### src/rtl/dot_acc_sequencer_pkg.sv
// Shared types and defaults for the interleaved dot-product accumulator.
package dot_pkg;

    typedef enum logic [1:0] {
        IDLE  = 2'd0,
        RUN   = 2'd1,
        FLUSH = 2'd2
    } state_t;

    localparam int ACCU_WIDTH_DEF = 32;
    localparam int PIPE_LAT_DEF   = 8;

    function automatic int slot_w(input int n);
        return (n > 1) ? $clog2(n) : 1;
    endfunction

endpackage

### src/rtl/dot_acc_sequencer_if.sv
// Job control, vector stream, dot-engine and result stream signals.
interface dot_acc_sequencer_if
    import dot_pkg::*;
#(
    parameter int ACCU_WIDTH = ACCU_WIDTH_DEF,
    parameter int PIPE_LAT   = PIPE_LAT_DEF,
    parameter int KW         = 16
) ();
    localparam int SW = slot_w(PIPE_LAT);

    logic                  start;
    logic [KW-1:0]         k_len;
    logic                  in_valid;
    logic                  in_ready;
    logic                  dot_ena;
    logic [ACCU_WIDTH-1:0] dot_acc;
    logic [ACCU_WIDTH-1:0] dot_result;
    logic                  out_valid;
    logic                  out_ready;
    logic [ACCU_WIDTH-1:0] out_data;
    logic [SW-1:0]         out_slot;
    logic                  done;

    modport slave (
        input  start, k_len, in_valid, dot_result, out_ready,
        output in_ready, dot_ena, dot_acc, out_valid, out_data, out_slot, done
    );

    modport master (
        output start, k_len, in_valid, dot_result, out_ready,
        input  in_ready, dot_ena, dot_acc, out_valid, out_data, out_slot, done
    );

endinterface

### src/rtl/dot_acc_out_fifo.sv
// Result FIFO; head is forced to zero while empty.
module dot_acc_out_fifo #(
    parameter int WIDTH = 8,
    parameter int DEPTH = 8
) (
    input  logic             clk,
    input  logic             rst,
    input  logic             push,
    input  logic [WIDTH-1:0] push_data,
    input  logic             pop,
    output logic [WIDTH-1:0] pop_data,
    output logic             empty
);
    localparam int AW = (DEPTH > 1) ? $clog2(DEPTH) : 1;
    localparam logic [AW-1:0] LAST = AW'(DEPTH - 1);
    localparam logic [AW:0]   FULL = (AW+1)'(DEPTH);

    logic [WIDTH-1:0] mem [DEPTH];
    logic [AW-1:0]    wr_ptr;
    logic [AW-1:0]    rd_ptr;
    logic [AW:0]      count;
    logic             do_push;
    logic             do_pop;

    assign empty    = (count == '0);
    assign do_pop   = pop && !empty;
    assign do_push  = push && ((count != FULL) || do_pop);
    assign pop_data = empty ? '0 : mem[rd_ptr];

    always_ff @(posedge clk or negedge rst) begin
        if (!rst) begin
            wr_ptr <= '0;
            rd_ptr <= '0;
            count  <= '0;
            for (int i = 0; i < DEPTH; i++) mem[i] <= '0;
        end else begin
            if (do_push) begin
                mem[wr_ptr] <= push_data;
                wr_ptr      <= (wr_ptr == LAST) ? '0 : wr_ptr + 1'b1;
            end
            if (do_pop)
                rd_ptr <= (rd_ptr == LAST) ? '0 : rd_ptr + 1'b1;
            if (do_push && !do_pop)
                count <= count + 1'b1;
            else if (!do_push && do_pop)
                count <= count - 1'b1;
        end
    end

endmodule

### src/rtl/dot_acc_sequencer.sv
// Interleaves PIPE_LAT accumulations through a fixed-latency dot engine,
// feeding each slot's previous partial sum back as the seed.
module dot_acc_sequencer
    import dot_pkg::*;
#(
    parameter int ACCU_WIDTH = ACCU_WIDTH_DEF,
    parameter int PIPE_LAT   = PIPE_LAT_DEF,
    parameter int KW         = 16
) (
    input logic                clk,
    input logic                rst,
    dot_acc_sequencer_if.slave bus
);
    localparam int SW = slot_w(PIPE_LAT);
    localparam logic [SW-1:0] LAST = SW'(PIPE_LAT - 1);

    state_t        state;
    state_t        state_nx;
    logic [SW-1:0] slot;
    logic [KW-1:0] step;
    logic [KW-1:0] k_last;
    logic [PIPE_LAT-1:0] tag_v;
    logic [SW-1:0] tag_s [PIPE_LAT];
    logic          final_step;
    logic          in_ready;
    logic          accept;
    logic          dot_ena;
    logic          push;
    logic          fifo_empty;
    logic          done;
    logic [SW+ACCU_WIDTH-1:0] fifo_q;

    assign final_step = (step == k_last);
    // Final round only opens once the previous job's results are drained.
    assign in_ready = (state == RUN) &&
                      !(final_step && slot == '0 && !fifo_empty);
    assign accept   = bus.in_valid && in_ready;
    assign dot_ena  = (state == FLUSH) || accept;
    assign push     = dot_ena && tag_v[PIPE_LAT-1];

    always_ff @(posedge clk or negedge rst) begin
        if (!rst) state <= IDLE;
        else      state <= state_nx;
    end

    always_comb begin
        state_nx = state;
        done     = 1'b0;
        unique case (state)
            IDLE:  if (bus.start) state_nx = RUN;
            RUN:   if (accept && final_step && slot == LAST) state_nx = FLUSH;
            FLUSH: if (slot == LAST) begin
                state_nx = IDLE;
                done     = 1'b1;
            end
            default: state_nx = IDLE;
        endcase
    end

    // slot doubles as the flush cycle counter
    always_ff @(posedge clk or negedge rst) begin
        if (!rst) begin
            slot   <= '0;
            step   <= '0;
            k_last <= '0;
        end else begin
            unique case (state)
                IDLE: begin
                    slot <= '0;
                    step <= '0;
                    if (bus.start)
                        k_last <= (bus.k_len == '0) ? '0 : bus.k_len - 1'b1;
                end
                RUN: if (accept) begin
                    if (slot == LAST) begin
                        slot <= '0;
                        step <= final_step ? '0 : step + 1'b1;
                    end else begin
                        slot <= slot + 1'b1;
                    end
                end
                FLUSH: slot <= (slot == LAST) ? '0 : slot + 1'b1;
                default: begin
                    slot <= '0;
                    step <= '0;
                end
            endcase
        end
    end

    always_ff @(posedge clk or negedge rst) begin
        if (!rst) begin
            tag_v <= '0;
            for (int i = 0; i < PIPE_LAT; i++) tag_s[i] <= '0;
        end else if (dot_ena) begin
            for (int i = PIPE_LAT - 1; i > 0; i--) begin
                tag_v[i] <= tag_v[i-1];
                tag_s[i] <= tag_s[i-1];
            end
            tag_v[0] <= accept && final_step;
            tag_s[0] <= slot;
        end
    end

    dot_acc_out_fifo #(
        .WIDTH(SW + ACCU_WIDTH),
        .DEPTH(PIPE_LAT)
    ) u_fifo (
        .clk       (clk),
        .rst       (rst),
        .push      (push),
        .push_data ({tag_s[PIPE_LAT-1], bus.dot_result}),
        .pop       (bus.out_ready),
        .pop_data  (fifo_q),
        .empty     (fifo_empty)
    );

    assign bus.in_ready  = in_ready;
    assign bus.dot_ena   = dot_ena;
    assign bus.dot_acc   = (state == RUN && step != '0) ? bus.dot_result : '0;
    assign bus.out_valid = !fifo_empty;
    assign bus.out_data  = fifo_q[ACCU_WIDTH-1:0];
    assign bus.out_slot  = fifo_q[ACCU_WIDTH +: SW];
    assign bus.done      = done;

endmodule

### src/flat_wrapper.sv
// flat-port wrapper written by rule: the top's interface ports become plain ports
module dot_acc_sequencer_flat import dot_pkg::*;
#(
    parameter int ACCU_WIDTH = ACCU_WIDTH_DEF,
    parameter int PIPE_LAT   = PIPE_LAT_DEF,
    parameter int KW         = 16
)
  (clk, rst, bus_start, bus_k_len, bus_in_valid, bus_dot_result, bus_out_ready, bus_in_ready, bus_dot_ena, bus_dot_acc, bus_out_valid, bus_out_data, bus_out_slot, bus_done);
  dot_acc_sequencer_if #(.ACCU_WIDTH(ACCU_WIDTH), .PIPE_LAT(PIPE_LAT), .KW(KW)) bus_i ();
  input logic clk;
  input logic rst;
  input wire logic [$bits(bus_i.start)-1:0] bus_start;
  input wire logic [$bits(bus_i.k_len)-1:0] bus_k_len;
  input wire logic [$bits(bus_i.in_valid)-1:0] bus_in_valid;
  input wire logic [$bits(bus_i.dot_result)-1:0] bus_dot_result;
  input wire logic [$bits(bus_i.out_ready)-1:0] bus_out_ready;
  output wire logic [$bits(bus_i.in_ready)-1:0] bus_in_ready;
  output wire logic [$bits(bus_i.dot_ena)-1:0] bus_dot_ena;
  output wire logic [$bits(bus_i.dot_acc)-1:0] bus_dot_acc;
  output wire logic [$bits(bus_i.out_valid)-1:0] bus_out_valid;
  output wire logic [$bits(bus_i.out_data)-1:0] bus_out_data;
  output wire logic [$bits(bus_i.out_slot)-1:0] bus_out_slot;
  output wire logic [$bits(bus_i.done)-1:0] bus_done;
  assign bus_i.start = bus_start;
  assign bus_i.k_len = bus_k_len;
  assign bus_i.in_valid = bus_in_valid;
  assign bus_i.dot_result = bus_dot_result;
  assign bus_i.out_ready = bus_out_ready;
  assign bus_in_ready = bus_i.in_ready;
  assign bus_dot_ena = bus_i.dot_ena;
  assign bus_dot_acc = bus_i.dot_acc;
  assign bus_out_valid = bus_i.out_valid;
  assign bus_out_data = bus_i.out_data;
  assign bus_out_slot = bus_i.out_slot;
  assign bus_done = bus_i.done;
  dot_acc_sequencer #(.ACCU_WIDTH(ACCU_WIDTH), .PIPE_LAT(PIPE_LAT), .KW(KW)) u_core (.clk(clk), .rst(rst), .bus(bus_i));
endmodule
### config.mk
export PLATFORM = sky130hd
export DESIGN_NAME = dot_acc_sequencer_flat
export DESIGN_NICKNAME = d
export VERILOG_FILES = /design/src/rtl/dot_acc_sequencer_pkg.sv /design/src/rtl/dot_acc_sequencer_if.sv /design/src/rtl/dot_acc_out_fifo.sv /design/src/rtl/dot_acc_sequencer.sv /design/src/flat_wrapper.sv
export SDC_FILE = /design/constraint.sdc
export NUM_CORES = 1
export LEC_CHECK = 0
export BUFFER_PORTS_ARGS = -buffer_cell sky130_fd_sc_hd__buf_4
export CORE_MARGIN = 1.5
export CORE_UTILIZATION = 40
export CTS_CLUSTER_DIAMETER = 40
export DETAILED_ROUTE_END_ITERATION = 16
export GPL_ROUTABILITY_DRIVEN = 0
export GPL_TIMING_DRIVEN = 1
export PLACE_DENSITY = 0.53
export SLEW_MARGIN = 0
export SYNTH_ARGS = -nofsm -noshare
export SYNTH_HDL_FRONTEND = slang
export SYNTH_SLANG_ARGS = --single-unit
### constraint.sdc
create_clock -name clk -period 4.75 [get_ports clk]
set_input_delay 0.2375 -clock clk [delete_from_list [all_inputs] [get_ports clk]]
set_output_delay 0.2375 -clock clk [all_outputs]
set_load 0.02 [all_outputs]
==> results.cfg, run 1 <==
[sta]
worst_clock_skew_ps = 20.8
slew_violations = 0
setup-tns-final_ps = 0
period_share_pct = 78.2
worst_pin_slew_ps = 968
rsz0062_at_grt = false
maxSlewHeadroom_pct = 35.2
fin_crit_ps = 3720
finalHoldViolations = 0
setup_viol = 0
fmax_ghz = 0.269

[layout]
final-seq-area_um2 = 8990
antenna_cells = 0
final_area_um2 = 21800
fillers = 3703
multi_input_area_um2 = 7880
nNetsFinal = 1441
area_growth_pct = 24.8
drive_above_1_share_pct = 43.1

[synthesis]
syn_area_um2 = 17400
synthMostInstantiatedCell = dfrtp_1
synth-seq-area-share_pct = 51.5
synth_area_leaders = dfrtp_1 (52%), mux2_2 (11%), mux4_2 (9.0%)
syn_area_per_cell_um2 = 14.7
synthDistinctLibCells = 61
ys_async_sr_fraction_pct = 100
syn_inst = 1186
synth_commonest_cells = dfrtp_1 (359), mux2_2 (165), mux2_4 (90), mux4_2 (70), mux2_1 (60)
yosys.area.top_type = dfrtp_1
yosysWarnings = 0
ys_ff_latch = 359
synth_edf_count = 0
synth_nets = 1257
synthFlopType = dfrtp_1
synth_top_area_share_pct = 51.5

[die]
rows = 76
die_h_um = 212
core_um2 = 43100
die_area_um2 = 44900
boundaryPins = 124
initial_core_util_pct = 40.5
die_w_um = 212

[power_and_ir_drop]
clkPwrFrac_pct = 37.3
ir_worst_vdd_mv = 0.329
seqPwrFrac_pct = 34.3
comb_power_share_pct = 28.4
p_sw_share_pct = 30.6
p_int_mw = 9.47
p_per_area_nw_per_um2 = 626
p_leak_nw = 10.3
switchingPower_mw = 4.17
p_total_mw = 13.6

[drt]
ant_nets = 0
vias = 10322
drcViolationCount = 0
routed_wl_mm = 39.6
first_pass_iters = 5
routed_via_density = 5.14
drtIter0Drc = 446
wl_per_cell_um = 19.7

[setup_path]
end_kind = flop
slowest_delay_ps = 870
r2r_end = u_core.u_fifo.mem[202]
path_cells = inv_1 -> ha_1 -> inv_1 -> nor2_1 -> o221ai_1 -> a21oi_2 -> nor4bb_4 -> buf_12 -> mux2_2
startpoint = u_core.state[1]
crit_fanout = 27
path_class = flop to flop
cpMostUsedCell = inv_1
endpoint = u_core.u_fifo.mem[202]
crit_slowest_cell = nor4bb_4
ff2ff_setup_slack_ps = 1030
worstPathArrival_ps = 4160
worstReg2RegStart = u_core.state[1]
reg2regPathDepth = 9
worstPathRequired_ps = 5190
start_kind = flop

[grt]
grt_pass1_vias = 11058
gr-total-overflow = 0
grt_max_degree = 109
antenna_found_initial = 1
grt_pass1_wl_mm = 64.3
grt_usage_pct = 18.6

[clock_tree]
cts_inserted_buffers = 67
clock_latency_ps = 580
path_clk_slew_ps = 50
root_buffer = clkbuf_16
clk_path_buf_depth = 3
htree_levels = 3
cts.sinks = 359
ctsResizeCount = 0
cts_tree = done

[job]
cap_violations = 0

[run_status]
status = completed

[placed_design]
io_buffers = 123
place_area_um2 = 18900
dp_hpwl_mm = 23.3

[min_path]
hp-class = primary input to flop
layout make-up:
cell class	count	area share, %
multi-input cells	733	36.2
clock buffers	77	8.39
well taps	585	3.36
repair buffers	191	7.62
clock inverters	45	2.80
inverters	18	0.310
flip-flops and latches	359	41.3
layout by cell type, fill, tap and decap left out, drive strengths merged, types with 3 or more instances in the layout:
cell | netlist | layout
a21o | 4 | 4
a21oi | 18 | 18
and2 | 34 | 34
and4 | 3 | 3
and4b | 3 | 3
buf | 52 | 144
bufinv | 0 | 11
clkbuf | 24 | 77
clkinv | 0 | 13
clkinvlp | 0 | 7
dfrtp | 359 | 359
dlygate4sd3 | 0 | 47
ha | 17 | 17
inv | 18 | 32
mux2 | 315 | 315
mux2i | 39 | 39
mux4 | 70 | 70
nand2 | 33 | 33
nand2b | 3 | 3
nand3 | 6 | 6
nand3b | 4 | 4
nand4 | 3 | 3
nor2 | 53 | 53
nor2b | 3 | 3
nor3 | 9 | 9
nor4 | 11 | 11
o21ai | 31 | 31
o22ai | 3 | 3
o31ai | 5 | 5
or3 | 6 | 6
or4 | 5 | 5
xnor2 | 11 | 11
xor2 | 23 | 23
cells by family after synthesis:
logic type	share of synthesized area, %
DFF	51.5
xor gates and xnor gates	1.71
and+or+nand+nor	5.77
buffers and inverters	3.56
AOI/OAI and AO/OA	2.57
muxes	33.6
adders and majority gates	1.33
state kept, by name, indices dropped and copies added, names as in the netlist:
register and flops:
u_core.u_fifo.wr_ptr 3, u_core.k_last 16, u_core.slot 3, u_core.state 2
u_core.u_fifo.mem 280, u_core.u_fifo.count 4, u_core.u_fifo.rd_ptr 3, u_core.step 16
u_core.tag_s 24, u_core.tag_v 8
per-layer routing:
layer	part of all wire (%)	GRT usage, %	vias to the layer above
li1	-	-	4720
met1	48	26.2	5380
met2	47	28.9	163
met3	3.5	4.01	59
met4	1.9	5.62	0
met5	0	0	-
worst max-delay path: cells and delay by family, from the launching register on:
kind | cells | cell delay, ps
AND/OR/NAND/NOR | 2 | 1170
AO/OA/AOI/OAI | 2 | 640
buffers and inverters | 3 | 610
flip-flops | 1 | 390
adder cells (fa/ha/maj) | 1 | 380
multiplexers | 1 | 360
how the worst min path moves through the flow:
stage	slack, ps	start	cells after the start	to
floorplan	-60	rst	0	u_core.k_last[0]
global placement	370	rst	1	u_core.u_fifo.mem[124]
detailed placement	370	rst	1	u_core.u_fifo.mem[124]
CTS	30	bus_k_len[1]	4	u_core.k_last[1]
global route	50	bus_k_len[1]	4	u_core.k_last[1]
finish	50	bus_k_len[1]	4	u_core.k_last[1]
through the flow:
step | util [%] | setup WS [ps] | hold slack (ps) | std cells
finish | 50.5 | 1030 | 54.0 | 2008
global route | 50.5 | 701 | 50.5 | 2008
detailed placement | 43.8 | 1050 | 371 | 1839
CTS | 50.5 | 1050 | 33.5 | 2008
floorplan | - | 1910 | -58.1 | 1186
global placement | 43.8 | 1160 | 366 | 1839
what timing repair did:
action                                 in CTS  in global routing
setup buffers                               0                  0
hold buffers                               47                  0
endpoints found under the hold margin     375                  0
power groups by stage:
stage          Combinational (mW)  Clock (mW)  Sequential (mW)
2_1_floorplan                2.98           0             4.35
4_1_cts                      3.96        5.21             4.69
3_3_place_gp                 3.86           0             4.72
6_report                     3.87        5.09             4.68
5_1_grt                      4.23        5.35             4.83
3_5_place_dp                 3.91           0             4.73
Note: power is estimated with default switching activity, not from simulation.
==> inputs of run 2 (changes only) <==
Clock period 4.75 ns to 3.63 ns, I/O delays scaled along.
==> run 2 against run 1 <==
Sequential power rose by 29%. Clock skew is essentially flat. Hold slack worse by 7.5 ps. Cell count rose by 0.85%. Global-route usage up 0.13 points. Total power increased by 30%. Critical endpoint is now u_core.u_fifo.count[3]. Largest power group unchanged. Cell area up 0.49%.
==> results.cfg, run 2 (synthesized netlist as in run 1, its figures left out) <==
[run_status]
status = completed

[layout]
final_common_cell = dfrtp_1
final-seq-area_um2 = 8990
multi_input_area_um2 = 7880
instances_no_fill = 2025
drive_above_1_share_pct = 43.2
fillers = 3681
final_util_pct = 50.8
final_cell_mix = dfrtp_1 (356), mux2_2 (165), buf_4 (144), mux2_4 (90), clkbuf_16 (73)
nNetsFinal = 1457
area_growth_pct = 25.4
top_regs = u_core.u_fifo.mem (280), u_core.tag_s (24)
largest_reg_flops = 280
largest-register = u_core.u_fifo.mem
antenna_cells = 0

[die]
boundaryPins = 124
die_h_um = 212
core_um2 = 43100
initial_core_util_pct = 40.5
die_w_um = 212
die_area_um2 = 44900
rows = 76

[setup_path]
start_kind = flop
crit_fanout = 13
end_kind = flop
worstPathArrival_ps = 3410
path_class = flop to flop
worstReg2RegStart = u_core.step[8]
startpoint = u_core.step[8]
worstPathRequired_ps = 4070

[clock_tree]
cts_inserted_buffers = 67
cts_tree = done
htree_levels = 3
clk_path_buf_depth = 3
cts.sinks = 359
clock_latency_ps = 560
path_clk_slew_ps = 50
ctsResizeCount = 0
root_buffer = clkbuf_16

[power_and_ir_drop]
p_per_area_nw_per_um2 = 811
ir_worst_vdd_mv = 0.460
p_leak_nw = 10.3

[job]
cap_violations = 0

[sta]
rsz0062_at_grt = false
worst_pin_slew_ps = 819
setup_viol = 0
slew_violations = 0
fin_hold_ws_ps = 46.5
fin_crit_ps = 2970
period_share_pct = 81.9
finalHoldViolations = 0
setup-tns-final_ps = 0
fmax_ghz = 0.336
maxSlewHeadroom_pct = 44.0
worst_clock_skew_ps = 20.9

[grt]
grt_max_degree = 103
grt_pass1_wl_mm = 64.9
gr-total-overflow = 0
grt_pass1_vias = 11385
antenna_found_initial = 1
grt_usage_pct = 18.7

[drt]
routed_via_density = 5.14
wl_per_cell_um = 19.7
drtIter0Drc = 411
first_pass_iters = 4
drcViolationCount = 0
routed_wl_mm = 39.8
vias = 10411
ant_nets = 0

[min_path]
hp-class = primary input to flop
hp-start = bus_k_len[6]

[placed_design]
io_buffers = 123
dpl.cell_count = 1851
dp_hpwl_mm = 23.3
run 2: changes by cell type in the layout (fill, tap and decap cells not counted), moves of 3 or more:
cell,previous run,this run
clkbuf_16,69,73
dlygate4sd3_1,47,51
bufinv_16,11,7
buf_4,135,144
clkbuf_1,1,5
clkinv_4,4,7
buf_12,8,11
run 2: worst max-delay path: stages (launching register included):
cell and delay [ps]:
dfrtp_1 430, xor2_1 190, nor4_1 370, and4_1 340, a21oi_2 80, buf_4 180, ha_1 230, inv_1 120
ha_1 240, a21o_1 170, a21oi_1 160, xnor2_1 140, nor2_1 70, xor2_1 140
run 2: metrics by stage:
stage               cell area (um2)  power [mW]  setup WS [ps]
floorplan                     17400        9.59            786
global placement              19000        11.3            707
detailed placement            19000        11.4            675
CTS                           21900        18.0            584
global route                  21900        18.7            375
finish                        21900        17.7            657
run 2: area by class of cell:
type / count / share of cell area [%]
clock buffers: 83 / 8.75
clock inverters: 40 / 2.12
inverters: 18 / 0.309
multi-input cells: 733 / 36.0
flip-flops and latches: 359 / 41.1
well taps: 585 / 3.35
repair buffers: 207 / 8.35
run 2: worst paths after layout:
kind	end	slack (ps)	depth (start not counted)
max in group asynchronous	u_core.k_last[7]	2390	3
setup reg to reg	u_core.u_fifo.count[3]	660	13
min in group asynchronous	u_core.u_fifo.mem[56]	280	2
hold / removal	u_core.k_last[11]	50	4
setup / recovery	u_core.u_fifo.count[3]	660	13
hold reg to reg	u_core.u_fifo.mem[265]	480	1
run 2: where the power goes:
part           leakage (nW)  internal [mW]  switching (mW)
Combinational          4.35           2.80            2.44
Clock                  1.15           4.29            2.17
Sequential             4.83           5.19           0.841
Total                  10.3           12.3            5.46
run 2: timing repair:
action | CTS | global route
hold buffers | 51 | 0
hold endpoints to repair | 368 | 0
setup buffers | 0 | 0
run 2: layer usage:
metal	vias to the layer above	part of all wire (%)	GRT usage [%]
li1	4759	-	-
met1	5422	47	25.5
met2	170	48	30.6
met3	60	3.7	3.69
met4	0	1.8	5.20
met5	-	0	0
==> inputs of run 3 (changes only) <==
Settings changed: ABC_AREA from default to 1, PLACE_DENSITY 0.53 to 0.55.
Clock period 3.63 ns to 2.55 ns, I/O delays scaled along.
==> run 3 against run 2 <==
The flow now finishes with violations (setup timing). Sequential power is 58% higher. Sequential cell count stayed put. Clock power is 54% higher. First-iteration DRC count grew to 4.0 times the previous value. Routed wire length is 57% higher. Register-to-register slack worse by 670 ps. Setup slack worse by 670 ps. Non-clock buffer count is 99 higher. Cell count is 60% higher. Cell area is 9.6% higher. Critical path type unchanged. Largest cell class unchanged. Highest routed layer unchanged.
==> results.cfg, run 3 <==
[clock_tree]
cts.sinks = 359
htree_levels = 3
root_buffer = clkbuf_16
cts_tree = done
cts_inserted_buffers = 71
clock_latency_ps = 590
clk_path_buf_depth = 3
path_clk_slew_ps = 50

[setup_path]
crit_fanout = 3
worstPathRequired_ps = 3000
path_delay_family = simple AND/OR/NAND/NOR gates
worstReg2RegStart = u_core.step[12]
critPathBufInv = 3
crit_slowest_cell = dfrtp_1
slowest_delay_ps = 380
cpMostUsedCell = nand2_1
path_class = flop to flop
start_kind = flop
cp.depth = 22
startpoint = u_core.step[12]
reg2regPathDepth = 22
worstPathArrival_ps = 3010
end_kind = flop
path_cells = inv_2 -> nand2_1 -> nand2_1 -> nor2_1 -> nand2_1 -> nor2_1 -> nand2_2 -> nand2_2 -> nand2_4 -> nand2_4 -> nand2_8 -> nand2_4 -> inv_2 -> ha_4 -> inv_4 -> ha_4 -> a21o_1 -> a21oi_2 -> nand2_1 -> nand2_1 -> nor2_1 -> xor2_1

[layout]
antenna_cells = 0
final_cell_mix = nand2_1 (705), dfrtp_1 (357), nand4_1 (294), nor2_1 (294), buf_4 (212)
area_growth_pct = 29.4
largest_reg_flops = 280
top_regs = u_core.u_fifo.mem (280), u_core.tag_s (24)
instances_no_fill = 3232
final_common_cell = nand2_1
nNetsFinal = 2648
largest-register = u_core.u_fifo.mem
drive_above_1_share_pct = 16.5

[grt]
antenna_found_initial = 0
grt_usage_pct = 26.0
grt_pass1_vias = 17068
grt_max_degree = 92
grt_pass1_wl_mm = 97.6
gr-total-overflow = 0

[drt]
drcViolationCount = 0
vias = 17773
routed_via_density = 5.50
ant_nets = 0
drtIter0Drc = 1638
routed_wl_mm = 62.5
first_pass_iters = 5
wl_per_cell_um = 19.3

[sta]
finalHoldViolations = 0
setup_viol = 1
slew_violations = 0
fin_hold_ws_ps = 21.6
maxSlewHeadroom_pct = 44.2
fin_crit_ps = 2560
setup-tns-final_ps = -12.7
worst_clock_skew_ps = 31.9
fmax_ghz = 0.390
rsz0062_at_grt = true
fin_ws_ps = -12.7
worst_pin_slew_ps = 837
period_share_pct = 100

[power_and_ir_drop]
p_leak_nw = 11.9
p_total_mw = 35.0
p_per_area_nw_per_um2 = 1460
ir_worst_vdd_mv = 0.789

[synthesis]
synthXorXnorAreaFrac_pct = 0.992
synth_top_family_by_area = simple AND/OR/NAND/NOR gates
synth_top_area_share_pct = 48.5
ys_ff_latch = 359
syn_inst = 2417
syn_area_um2 = 18500
yosys.area.top_type = dfrtp_1
synthAdderAreaFrac_pct = 1.26
synthMostInstantiatedCell = nand2_1
ys_async_sr_fraction_pct = 100
synth_commonest_cells = nand2_1 (706), dfrtp_1 (359), nor2_1 (305), nand4_1 (294), o21ai_0 (215)
yosysWarnings = 0
synthMuxAreaShare_pct = 0
synth_area_leaders = dfrtp_1 (48%), nand2_1 (14%), nand4_1 (9.9%)
synth_nets = 2488
synthSimpleGateAreaFrac_pct = 32.1
synthFlopType = dfrtp_1
synthDistinctLibCells = 35
synth_edf_count = 0
synth_compound_area_share_pct = 9.55
synth-seq-area-share_pct = 48.5
syn_area_per_cell_um2 = 7.67

[die]
core_um2 = 45600
die_h_um = 218
die_w_um = 218
rows = 78
initial_core_util_pct = 40.7
die_area_um2 = 47700
boundaryPins = 124

[placed_design]
preCtsSetupSlack_ps = -13.2
io_buffers = 123
dpl.cell_count = 3031
dp_hpwl_mm = 35.6

[run_status]
status = finished, violations left
violations = setup timing

[min_path]
hp-class = primary input to asynchronous set/reset pin

[job]
cap_violations = 0
-- run 3: cell count changes in the layout (fill, tap and decap cells not counted), sizes merged, moves of 92 or more --
cell and delta:
nand2 +678, mux2 -315, nand4 +291, nor2 +253
o21ai +195, inv +92
-- run 3: worst paths after layout --
path / to / slack, ps
max in group asynchronous: u_core.k_last[4] / 1730
min reg2reg: u_core.u_fifo.mem[43] / 460
min: u_core.u_fifo.mem[199] / 20
max: u_core.u_fifo.count[3] / -10
max reg2reg: u_core.u_fifo.count[3] / -10
min in group clk: u_core.state[0] / 60
-- run 3: power breakdown --
part / switching, mW / internal (mW)
Clock: 3.24 / 6.74
Sequential: 1.36 / 8.14
Combinational: 10.1 / 5.39
Total: 14.7 / 20.3
-- run 3: final cells by class --
class	count	area (um2)
clock buffer	83	1920
clock inverter	45	629
fill	4282	21600
inverter	116	453
multi-input combinational	1723	8350
sequential	359	8990
tap	600	751
timing repair buffer	306	2890
-- run 3: cell families (layout without fill, tap and decap cells) --
kind of cell             Yosys count  after routing
AND/OR/NAND/NOR                 1353           1353
AO/OA/AOI/OAI                    331            331
XOR/XNOR                          21             21
adder cells (fa/ha/maj)           18             18
buffers and inverters            335            550
flip-flops                       359            359
-- run 3: per-layer routing --
layer  global-route usage, %  wire [um]
met2                    41.1      29300
met5                       0          0
met3                    5.01       3910
met1                    36.1      28100
met4                    8.05       1210
-- run 3: timing repair --
action                                  in CTS  in global routing
endpoints found under the setup margin      69                 52
pin swaps                                    7                 14
hold buffers                                53                  0
resized for setup                           21                 38
endpoints found under the hold margin      632                  0
gates cloned                                 2                  4
setup buffers                               10                  6
-- run 3: metrics by stage --
| stage | area, um2 | utilization (%) |
|---|---|---|
| 6_report | 24000 | 52.6 |
| 3_5_place_dp | 20400 | 44.8 |
| 5_1_grt | 24000 | 52.6 |
| 3_3_place_gp | 20400 | 44.8 |
| 2_1_floorplan | 18600 | - |
| 4_1_cts | 23800 | 52.1 |
-- run 3: worst reg2reg max path: stages (launching register included) --
cell     delay [ps]
dfrtp_1         380
inv_2            50
nand2_1          50
nand2_1          50
nor2_1          120
nand2_1          90
nor2_1          120
nand2_2          90
nand2_2         100
nand2_4          60
nand2_4         100
nand2_8          60
nand2_4          60
inv_2            50
ha_4            160
inv_4            60
ha_4            180
a21o_1          160
a21oi_2         170
nand2_1          70
nand2_1          70
nor2_1           50
xor2_1          130
